[src/rtl/cpu_pkg.sv]
// Shared constants for the basic processor control path: opcodes, FSM state encodings, ALU selects.
// Latency: n/a (constants and types only).
// Backpressure: n/a.
package cpu_pkg;

  // Opcode field of the IR (upper bits). 110 is reserved; 111 is reserved or HALT.
  localparam logic [2:0] OP_LOAD  = 3'b000;
  localparam logic [2:0] OP_STORE = 3'b001;
  localparam logic [2:0] OP_ADD   = 3'b010;
  localparam logic [2:0] OP_SUB   = 3'b011;
  localparam logic [2:0] OP_BNE   = 3'b100;
  localparam logic [2:0] OP_XOR   = 3'b101;
  localparam logic [2:0] OP_RSVD  = 3'b110;
  localparam logic [2:0] OP_HALT  = 3'b111;

  // Sequencer state encodings.
  typedef logic [3:0] state_t;
  localparam state_t ST_FETCH_ADDR = 4'd0;
  localparam state_t ST_FETCH_READ = 4'd1;
  localparam state_t ST_FETCH_IR   = 4'd2;
  localparam state_t ST_DECODE     = 4'd3;
  localparam state_t ST_STORE_WR   = 4'd4;
  localparam state_t ST_OPER_READ  = 4'd5;
  localparam state_t ST_EXEC       = 4'd6;
  localparam state_t ST_BRANCH     = 4'd7;
  localparam state_t ST_HALT       = 4'd8;

  // ALU operation selects.
  localparam logic [1:0] ALU_PASS = 2'b00;
  localparam logic [1:0] ALU_ADD  = 2'b01;
  localparam logic [1:0] ALU_SUB  = 2'b10;
  localparam logic [1:0] ALU_XOR  = 2'b11;

endpackage

[src/rtl/sequencer.sv]
// Moore fetch/decode/execute sequencer driving every load/bus strobe on the sysbus; SEQ_HALT_EN adds a HALT state for op=111.
// Latency: strobes are a combinational decode of the current state; LOAD/ADD/SUB/XOR 6 cycles, STORE/BNE 5, reserved 4.
// Backpressure: none; the FSM advances every cycle and only stops in HALT (cleared by n_reset).
module sequencer
  import cpu_pkg::*;
#(
  parameter int OP_W  = 3,
  parameter int ALU_W = 2
) (
  input  logic             clock,
  input  logic             n_reset,
  input  logic [OP_W-1:0]  op,
  input  logic             z_flag,
  output logic             PC_bus,
  output logic             load_PC,
  output logic             INC_PC,
  output logic             load_IR,
  output logic             Addr_bus,
  output logic             load_MAR,
  output logic             MDR_bus,
  output logic             load_MDR,
  output logic             CS,
  output logic             R_NW,
  output logic             ACC_bus,
  output logic             load_ACC,
  output logic [ALU_W-1:0] alu_op,
  output logic             halted
);

  state_t state_q;
  state_t state_d;

  // Next-state logic: op is looked at only in DECODE, z_flag is never needed for sequencing.
  always_comb begin
    state_d = ST_FETCH_ADDR;
    case (state_q)
      ST_FETCH_ADDR: state_d = ST_FETCH_READ;
      ST_FETCH_READ: state_d = ST_FETCH_IR;
      ST_FETCH_IR:   state_d = ST_DECODE;
      ST_DECODE: begin
        if (op == OP_W'(OP_STORE)) begin
          state_d = ST_STORE_WR;
        end else if (op == OP_W'(OP_BNE)) begin
          state_d = ST_BRANCH;
        end else if (op == OP_W'(OP_LOAD) || op == OP_W'(OP_ADD) ||
                     op == OP_W'(OP_SUB)  || op == OP_W'(OP_XOR)) begin
          state_d = ST_OPER_READ;
`ifdef SEQ_HALT_EN
        end else if (op == OP_W'(OP_HALT)) begin
          state_d = ST_HALT;
`endif
        end else begin
          state_d = ST_FETCH_ADDR;
        end
      end
      ST_STORE_WR:   state_d = ST_FETCH_ADDR;
      ST_OPER_READ:  state_d = ST_EXEC;
      ST_EXEC:       state_d = ST_FETCH_ADDR;
      ST_BRANCH:     state_d = ST_FETCH_ADDR;
`ifdef SEQ_HALT_EN
      ST_HALT:       state_d = ST_HALT;
`endif
      default:       state_d = ST_FETCH_ADDR;
    endcase
  end

  // State register; reset parks the machine at the start of instruction fetch.
  always_ff @(posedge clock or negedge n_reset) begin
    if (!n_reset) begin
      state_q <= ST_FETCH_ADDR;
    end else begin
      state_q <= state_d;
    end
  end

  // Output decode; everything is held low while n_reset is asserted so a partial STORE cannot complete.
  always_comb begin
    PC_bus   = 1'b0;
    load_PC  = 1'b0;
    INC_PC   = 1'b0;
    load_IR  = 1'b0;
    Addr_bus = 1'b0;
    load_MAR = 1'b0;
    MDR_bus  = 1'b0;
    load_MDR = 1'b0;
    CS       = 1'b0;
    R_NW     = 1'b0;
    ACC_bus  = 1'b0;
    load_ACC = 1'b0;
    alu_op   = ALU_W'(ALU_PASS);
    halted   = 1'b0;
    if (n_reset) begin
      case (state_q)
        ST_FETCH_ADDR: begin
          PC_bus   = 1'b1;
          load_MAR = 1'b1;
          INC_PC   = 1'b1;
          load_PC  = 1'b1;
        end
        ST_FETCH_READ: begin
          CS   = 1'b1;
          R_NW = 1'b1;
        end
        ST_FETCH_IR: begin
          MDR_bus = 1'b1;
          load_IR = 1'b1;
        end
        ST_DECODE: begin
          Addr_bus = 1'b1;
          load_MAR = 1'b1;
        end
        ST_STORE_WR: begin
          ACC_bus  = 1'b1;
          load_MDR = 1'b1;
          CS       = 1'b1;
          R_NW     = 1'b0;
        end
        ST_OPER_READ: begin
          CS   = 1'b1;
          R_NW = 1'b1;
        end
        ST_EXEC: begin
          MDR_bus  = 1'b1;
          load_ACC = 1'b1;
          if (op == OP_W'(OP_ADD)) begin
            alu_op = ALU_W'(ALU_ADD);
          end else if (op == OP_W'(OP_SUB)) begin
            alu_op = ALU_W'(ALU_SUB);
          end else if (op == OP_W'(OP_XOR)) begin
            alu_op = ALU_W'(ALU_XOR);
          end else begin
            alu_op = ALU_W'(ALU_PASS);
          end
        end
        ST_BRANCH: begin
          // Branch on not-zero: the IR address field becomes the next PC.
          if (!z_flag) begin
            Addr_bus = 1'b1;
            load_PC  = 1'b1;
          end
        end
`ifdef SEQ_HALT_EN
        ST_HALT: begin
          halted = 1'b1;
        end
`endif
        default: begin
          halted = 1'b0;
        end
      endcase
    end
  end

endmodule

[config.mk]
export PLATFORM = sky130hd
export DESIGN_NAME = sequencer
export DESIGN_NICKNAME = d
export VERILOG_FILES = /design/src/rtl/cpu_pkg.sv /design/src/rtl/sequencer.sv
export SDC_FILE = /design/constraint.sdc
export NUM_CORES = 1
export LEC_CHECK = 0
export BUFFER_PORTS_ARGS = -buffer_cell sky130_fd_sc_hd__buf_2
export CAP_MARGIN = 20
export CORE_AREA = 2 2 39 41
export DETAILED_ROUTE_END_ITERATION = 8
export DIE_AREA = 0 0 41 43
export SETUP_SLACK_MARGIN = 0.5
export SLEW_MARGIN = 0
export SYNTH_ARGS = -nofsm -noshare
export SYNTH_HDL_FRONTEND = slang
export SYNTH_SLANG_ARGS = --single-unit
[constraint.sdc]
create_clock -name clock -period 2.1 [get_ports clock]
set_clock_uncertainty 0.2 [all_clocks]
set_input_delay 0.42 -clock clock [delete_from_list [all_inputs] [get_ports clock]]
set_output_delay 0.42 -clock clock [all_outputs]
set_load 0.005 [all_outputs]
==> impl_metrics.yaml, run 1 <==
outcome:
  status: "finished clean"
logic_synthesis:
  ys.flop_type: "dfrtp_1"
  synth_top_area_share: 0.220
  ys_seq_area_frac: 0.220
  synth_area_um2: 342
  syn_inst: 40
  ys_ff_latch: 3
  synth_cell_type_count: 25
  yosysTopAreaCell: "dfrtp_1"
  ys_top_cells_by_area: "dfrtp_1 22%, buf_4 8.8%, and4b_1 5.9%"
  synth-edff-count: 0
  synth_fp_nets: 46
  ys_warn_count: 0
  async_flop_share: 1.00
  synthTopCellsByCount: "4 x buf_4, 4 x nor3_1, 3 x dfrtp_1, 3 x nor2_1"
  postSynthAreaPerCell_um2: 8.54
setup_path:
  cpPeakStageDelay_ns: 0.44
  worstSetupStartpointType: "register"
  worstReg2RegStart: "state_q[0]"
  required_ns: 1.48
  critPathCaptureType: "primary output"
  cp-startpoint: "state_q[1]"
  worst_ep_arrival_time_ns: 1.22
  cp_max_fo: 6
  ff2ff_path_depth: 3
  crit_chain: "and2_2 -> o211a_1 -> buf_2"
  crit_path_top_delay_cell: "dfrtp_2"
  crit_type: "reg -> out"
detailed_routing:
  dr.pass1.iters: 4
  ant_nets: 0
  vias: 416
  first_iter_violations: 7
  vias_per_cell: 4.95
  wirelength_um: 1070
  post-route-drc-count: 0
  wl_per_cell_um: 12.8
clocking:
  cts_buffers: 3
  cts_tree: "built"
  clockBufferDepth: 2
  clockRootBuffer: "clkbuf_4"
  cts.sinks: 3
  clkSlewWorstSetupHoldPaths_ns: 0.04
  htree_levels: 1
  clk_latency_ns: 0.23
place:
  place_congestion: 0.714
  portBuffers: 19
  dp_hpwl_um: 558
power_and_ir_drop:
  leakage_nw: 0.299
  peakVddDrop_v: 0.000477
  power_per_cell_area_mw_per_mm2: 1200
timing:
  period_minus_slack_ns: 1.84
  hold-worst-slack_ns: 0.335
  slew_violations: 0
  final-setup-viol-count: 0
  rsz0062_at_grt: "true"
  tns_ns: 0
  final_hold_viol_count: 0
  min_period_over_period: 0.875
  fmax_ghz: 0.544
finish:
  multi_input_area_um2: 249
  regArea_um2: 78.8
  drive_gt1_frac: 0.721
  reg_top3: "state_q: 3 flops"
  layout.nets: 75
  regMostFlops: "state_q"
  areaGrowthSynthToFinish_pct: 64.8
  num_antenna_cells: 0
  finalCoreUtilization: 0.407
  largest_reg_flops: 3
  nFillCells: 149
floorplanning:
  coreArea_mm2: 0.00138
  ioPinCount: 21
  start_util: 0.247
  die_y_um: 43
  die_x_um: 41
  row_count: 14
  fp.dieArea_mm2: 0.00176
grt:
  grt_pass1_wl_um: 1610
  antenna_found_initial: 0
  grt_max_degree: 10
  overflow: 0
  grt_use_total: 0.141
  grt_pass1_vias: 393
job:
  drv_cap: 0
hold_path:
  holdCritStartpoint: "op[0]"
  hold_path.class: "in -> reg"
  min_delay_path_depth: 3
-- power breakdown --
group	total (mW)	internal, mW	switching, mW
sequential	0.140	0.0912	0.0485
clock	0.102	0.0713	0.0307
combinational	0.437	0.234	0.202
total	0.678	0.397	0.282
-- per-layer routing --
layer,GRT usage,vias up,part of all wire,routed length (um)
met4,0.120,0,0.034,36
met5,0,-,0,0
met1,0.165,193,0.41,436
li1,-,199,-,-
met3,0.0314,4,0.072,77
met2,0.203,20,0.49,524
-- layout make-up --
class                      count  share of cell area
multi-input combinational     29               0.442
sequential                     3               0.140
timing repair buffer          30               0.322
clock buffer                   4              0.0467
tap                           16              0.0356
inverter                       2              0.0133
-- stage by stage --
| step | total power [mW] | instance area (um2) | setup WS, ns | cells |
|---|---|---|---|---|
| 3_3_place_gp | 0.378 | 408 | 0.315 | 69 |
| 3_5_place_dp | 0.380 | 408 | 0.290 | 69 |
| 2_1_floorplan | 0.339 | 342 | 0.419 | 40 |
| 5_1_grt | 0.726 | 563 | 0.212 | 84 |
| 6_report | 0.678 | 563 | 0.263 | 84 |
| 4_1_cts | 0.627 | 536 | 0.261 | 81 |
-- final timing paths --
path	end	slack (ns)
setup / recovery	load_MAR	0.26
hold / removal	state_q[1]	0.34
setup reg to reg	state_q[0]	0.78
hold reg to reg	state_q[0]	0.46
max in group asynchronous	state_q[0]	1.06
min in group asynchronous	state_q[2]	0.47
-- worst max-delay path, delay by kind of cell (launching register included) --
kind / cells / cell delay, ns
buf+inv: 1 / 0.12
simple gates: 1 / 0.22
compound gates: 1 / 0.21
flops: 1 / 0.44
-- cell usage in the layout, fill, tap and decap left out, types with 2 or more instances in the layout --
cell type,count
nor2_2,2
dfrtp_2,3
clkbuf_4,3
and4b_1,2
buf_2,20
nor3_2,3
nand3b_1,2
buf_4,8
or3b_1,2
-- timing repair --
| action | 4_1_cts | 5_1_grt |
|---|---|---|
| resized for setup | 17 | 2 |
| pin swaps | 3 | 2 |
| hold buffers | 1 | 0 |
| hold endpoints to repair | 3 | 0 |
| endpoints found under the setup margin | 14 | 14 |
| setup buffers | 7 | 3 |
-- cell families (layout without fill, tap and decap cells) --
family	Yosys count	after routing	share of synthesized area
buffers and inverters	8	36	0.165
other	1	1	0.0110
XOR/XNOR	1	1	0.0256
AO/OA/AOI/OAI	9	9	0.227
flip-flops	3	3	0.220
AND/OR/NAND/NOR	18	18	0.352
Power figures use the tool's default switching activity.
==> run 2: changes to the inputs <==
--- a/config.mk
+++ b/config.mk
@@ -10,6 +10,7 @@
 export CORE_AREA = 2 2 39 41
 export DETAILED_ROUTE_END_ITERATION = 8
 export DIE_AREA = 0 0 41 43
+export PLACE_DENSITY = 0.63
 export SETUP_SLACK_MARGIN = 0.5
 export SLEW_MARGIN = 0
 export SYNTH_ARGS = -nofsm -noshare
==> constraint.sdc (replaced) <==
create_clock -name clock -period 2.1 [get_ports clock]
set_clock_uncertainty 0.2 [all_clocks]
set_input_delay 0.21 -clock clock [delete_from_list [all_inputs] [get_ports clock]]
set_output_delay 0.21 -clock clock [all_outputs]
set_load 0.005 [all_outputs]
==> run 2 against run 1 <==
- core utilization is 2.4 points lower
- sequential cell count stayed put
- critical path depth is 1 higher
- die area stayed put
- non-clock buffer count is 5 lower
- combinational power is 15% lower
- final cell count is 6.0% lower
- power is 9.0% lower
- register-to-register slack better by 0.11 ns
- critical path type unchanged
- largest power group unchanged
==> impl_metrics.yaml, run 2 (synthesis results as in run 1) <==
finish:
  regMostFlops: "state_q"
  reg_top3: "state_q: 3 flops"
  regArea_um2: 78.8
  largest_reg_flops: 3
  areaGrowthSynthToFinish_pct: 55.3
  fin_area_um2: 531
  finalCoreUtilization: 0.383
  drive_gt1_frac: 0.651
  num_antenna_cells: 0
  nFillCells: 157
  multi_input_area_um2: 243
  final_common_cell: "buf_2"
  final_cell_mix: "19 x buf_2, 4 x buf_4, 3 x nor3_2, 3 x clkbuf_4, 3 x dfrtp_2"
  layout.nets: 70
place:
  place_congestion: 0.745
  placed_area_um2: 408
  portBuffers: 19
  pre_cts_ws_ns: 0.566
floorplanning:
  row_count: 14
  coreArea_mm2: 0.00138
  die_y_um: 43
  fp.dieArea_mm2: 0.00176
  ioPinCount: 21
  start_util: 0.247
  die_x_um: 41
hold_path:
  hold_path.class: "in -> reg"
power_and_ir_drop:
  power_per_cell_area_mw_per_mm2: 1160
  power_frac_comb: 0.600
  power_frac_clock: 0.161
  p_sw_frac: 0.396
  power.switching_mw: 0.244
  leakage_nw: 0.279
  total_power_mw: 0.617
  sequentialPowerShare: 0.239
  cell_internal_pwr_mw: 0.373
  peakVddDrop_v: 0.000453
timing:
  worst_slack_ns: 0.435
  fmax_ghz: 0.601
  period_minus_slack_ns: 1.66
  rsz0062_at_grt: "true"
  final_hold_viol_count: 0
  slew_violations: 0
  tns_ns: 0
  final-setup-viol-count: 0
  min_period_over_period: 0.793
setup_path:
  endpoint: "load_PC"
  worstSetupStartpointType: "register"
  required_ns: 1.69
  crit_path_top_delay_cell: "dfrtp_2"
  crit_chain: "buf_12 -> and4b_1 -> o21a_1 -> buf_2"
  cp_max_fo: 6
  crit_cells: 4
  cpPeakStageDelay_ns: 0.44
  worstReg2RegStart: "state_q[1]"
  cp_top_family: "flip-flops"
  cp-startpoint: "state_q[0]"
  worst_ep_arrival_time_ns: 1.25
  path_buf_inv: 2
  ff2ff_path_depth: 2
  crit_type: "reg -> out"
  critPathCaptureType: "primary output"
  r2r_end: "state_q[0]"
  reg2reg_setup_slack_ns: 0.89
clocking:
  clockRootBuffer: "clkbuf_4"
  clkSlewWorstSetupHoldPaths_ns: 0.04
  clockBufferDepth: 2
  cts_tree: "built"
  htree_levels: 1
  cts_buffers: 3
  cts.sinks: 3
  clk_latency_ns: 0.23
detailed_routing:
  first_iter_violations: 4
  dr.pass1.iters: 3
  wirelength_um: 880
  ant_nets: 0
  vias: 377
  vias_per_cell: 4.77
  post-route-drc-count: 0
  wl_per_cell_um: 11.1
grt:
  globalRouteMet3Util: 0.0262
  grt_use_total: 0.109
  top_usage_layer: "met2"
  grt_max_degree: 12
  overflow: 0
  grt_pass1_wl_um: 1270
  grtUsageMet2: 0.153
  antenna_found_initial: 0
  grt_pass1_vias: 323
  use_met1: 0.126
outcome:
  status: "finished clean"
job:
  drv_cap: 0
==> run 2: cell types whose count changed in the layout (fill, tap and decap cells not counted), sizes merged <==
cell,previous run,this run
buf,29,24
==> run 2: metal layers <==
| layer | wire, um | vias to the layer above |
|---|---|---|
| li1 | - | 189 |
| met1 | 389 | 171 |
| met2 | 404 | 15 |
| met3 | 67 | 2 |
| met4 | 19 | 0 |
| met5 | 0 | - |
==> run 2: worst min-delay path by stage <==
stage,start,end,slack [ns],depth (start not counted)
6_report,op[0],state_q[1],0.13,3
5_1_grt,op[0],state_q[1],0.16,3
4_1_cts,op[0],state_q[1],0.12,3
3_5_place_dp,n_reset,state_q[1],-0.15,1
3_3_place_gp,n_reset,state_q[0],-0.15,1
2_1_floorplan,n_reset,state_q[0],-0.29,0
==> run 2: area by class of cell <==
| cell class | count | area share |
|---|---|---|
| multi-input cells | 29 | 0.458 |
| repair buffers | 25 | 0.292 |
| flip-flops and latches | 3 | 0.149 |
| clock buffers | 4 | 0.0495 |
| well taps | 16 | 0.0377 |
| inverters | 2 | 0.0142 |
==> run 2: repair_timing <==
action	in CTS	in global routing
buffers inserted	2	3
setup endpoints to repair	9	12
pin swaps	0	2
endpoints found under the hold margin	3	0
resized for setup	6	5
hold buffers	1	0
==> run 2: power groups by stage <==
stage / clock, mW / sequential (mW) / combinational, mW
3_3_place_gp: 0 / 0.156 / 0.220
6_report: 0.0993 / 0.148 / 0.370
4_1_cts: 0.104 / 0.153 / 0.306
3_5_place_dp: 0 / 0.157 / 0.221
5_1_grt: 0.109 / 0.156 / 0.406
2_1_floorplan: 0 / 0.0970 / 0.242
==> run 2: through the flow <==
stage | hold slack, ns | std cells
global placement | -0.153 | 69
CTS | 0.122 | 76
finish | 0.133 | 79
global route | 0.156 | 79
detailed placement | -0.153 | 69
floorplan | -0.286 | 40
==> run 2: worst reg2reg max path, stage by stage, from the launching register on <==
cell      delay, ns
dfrtp_2        0.43
a21bo_2        0.25
a211oi_1       0.23
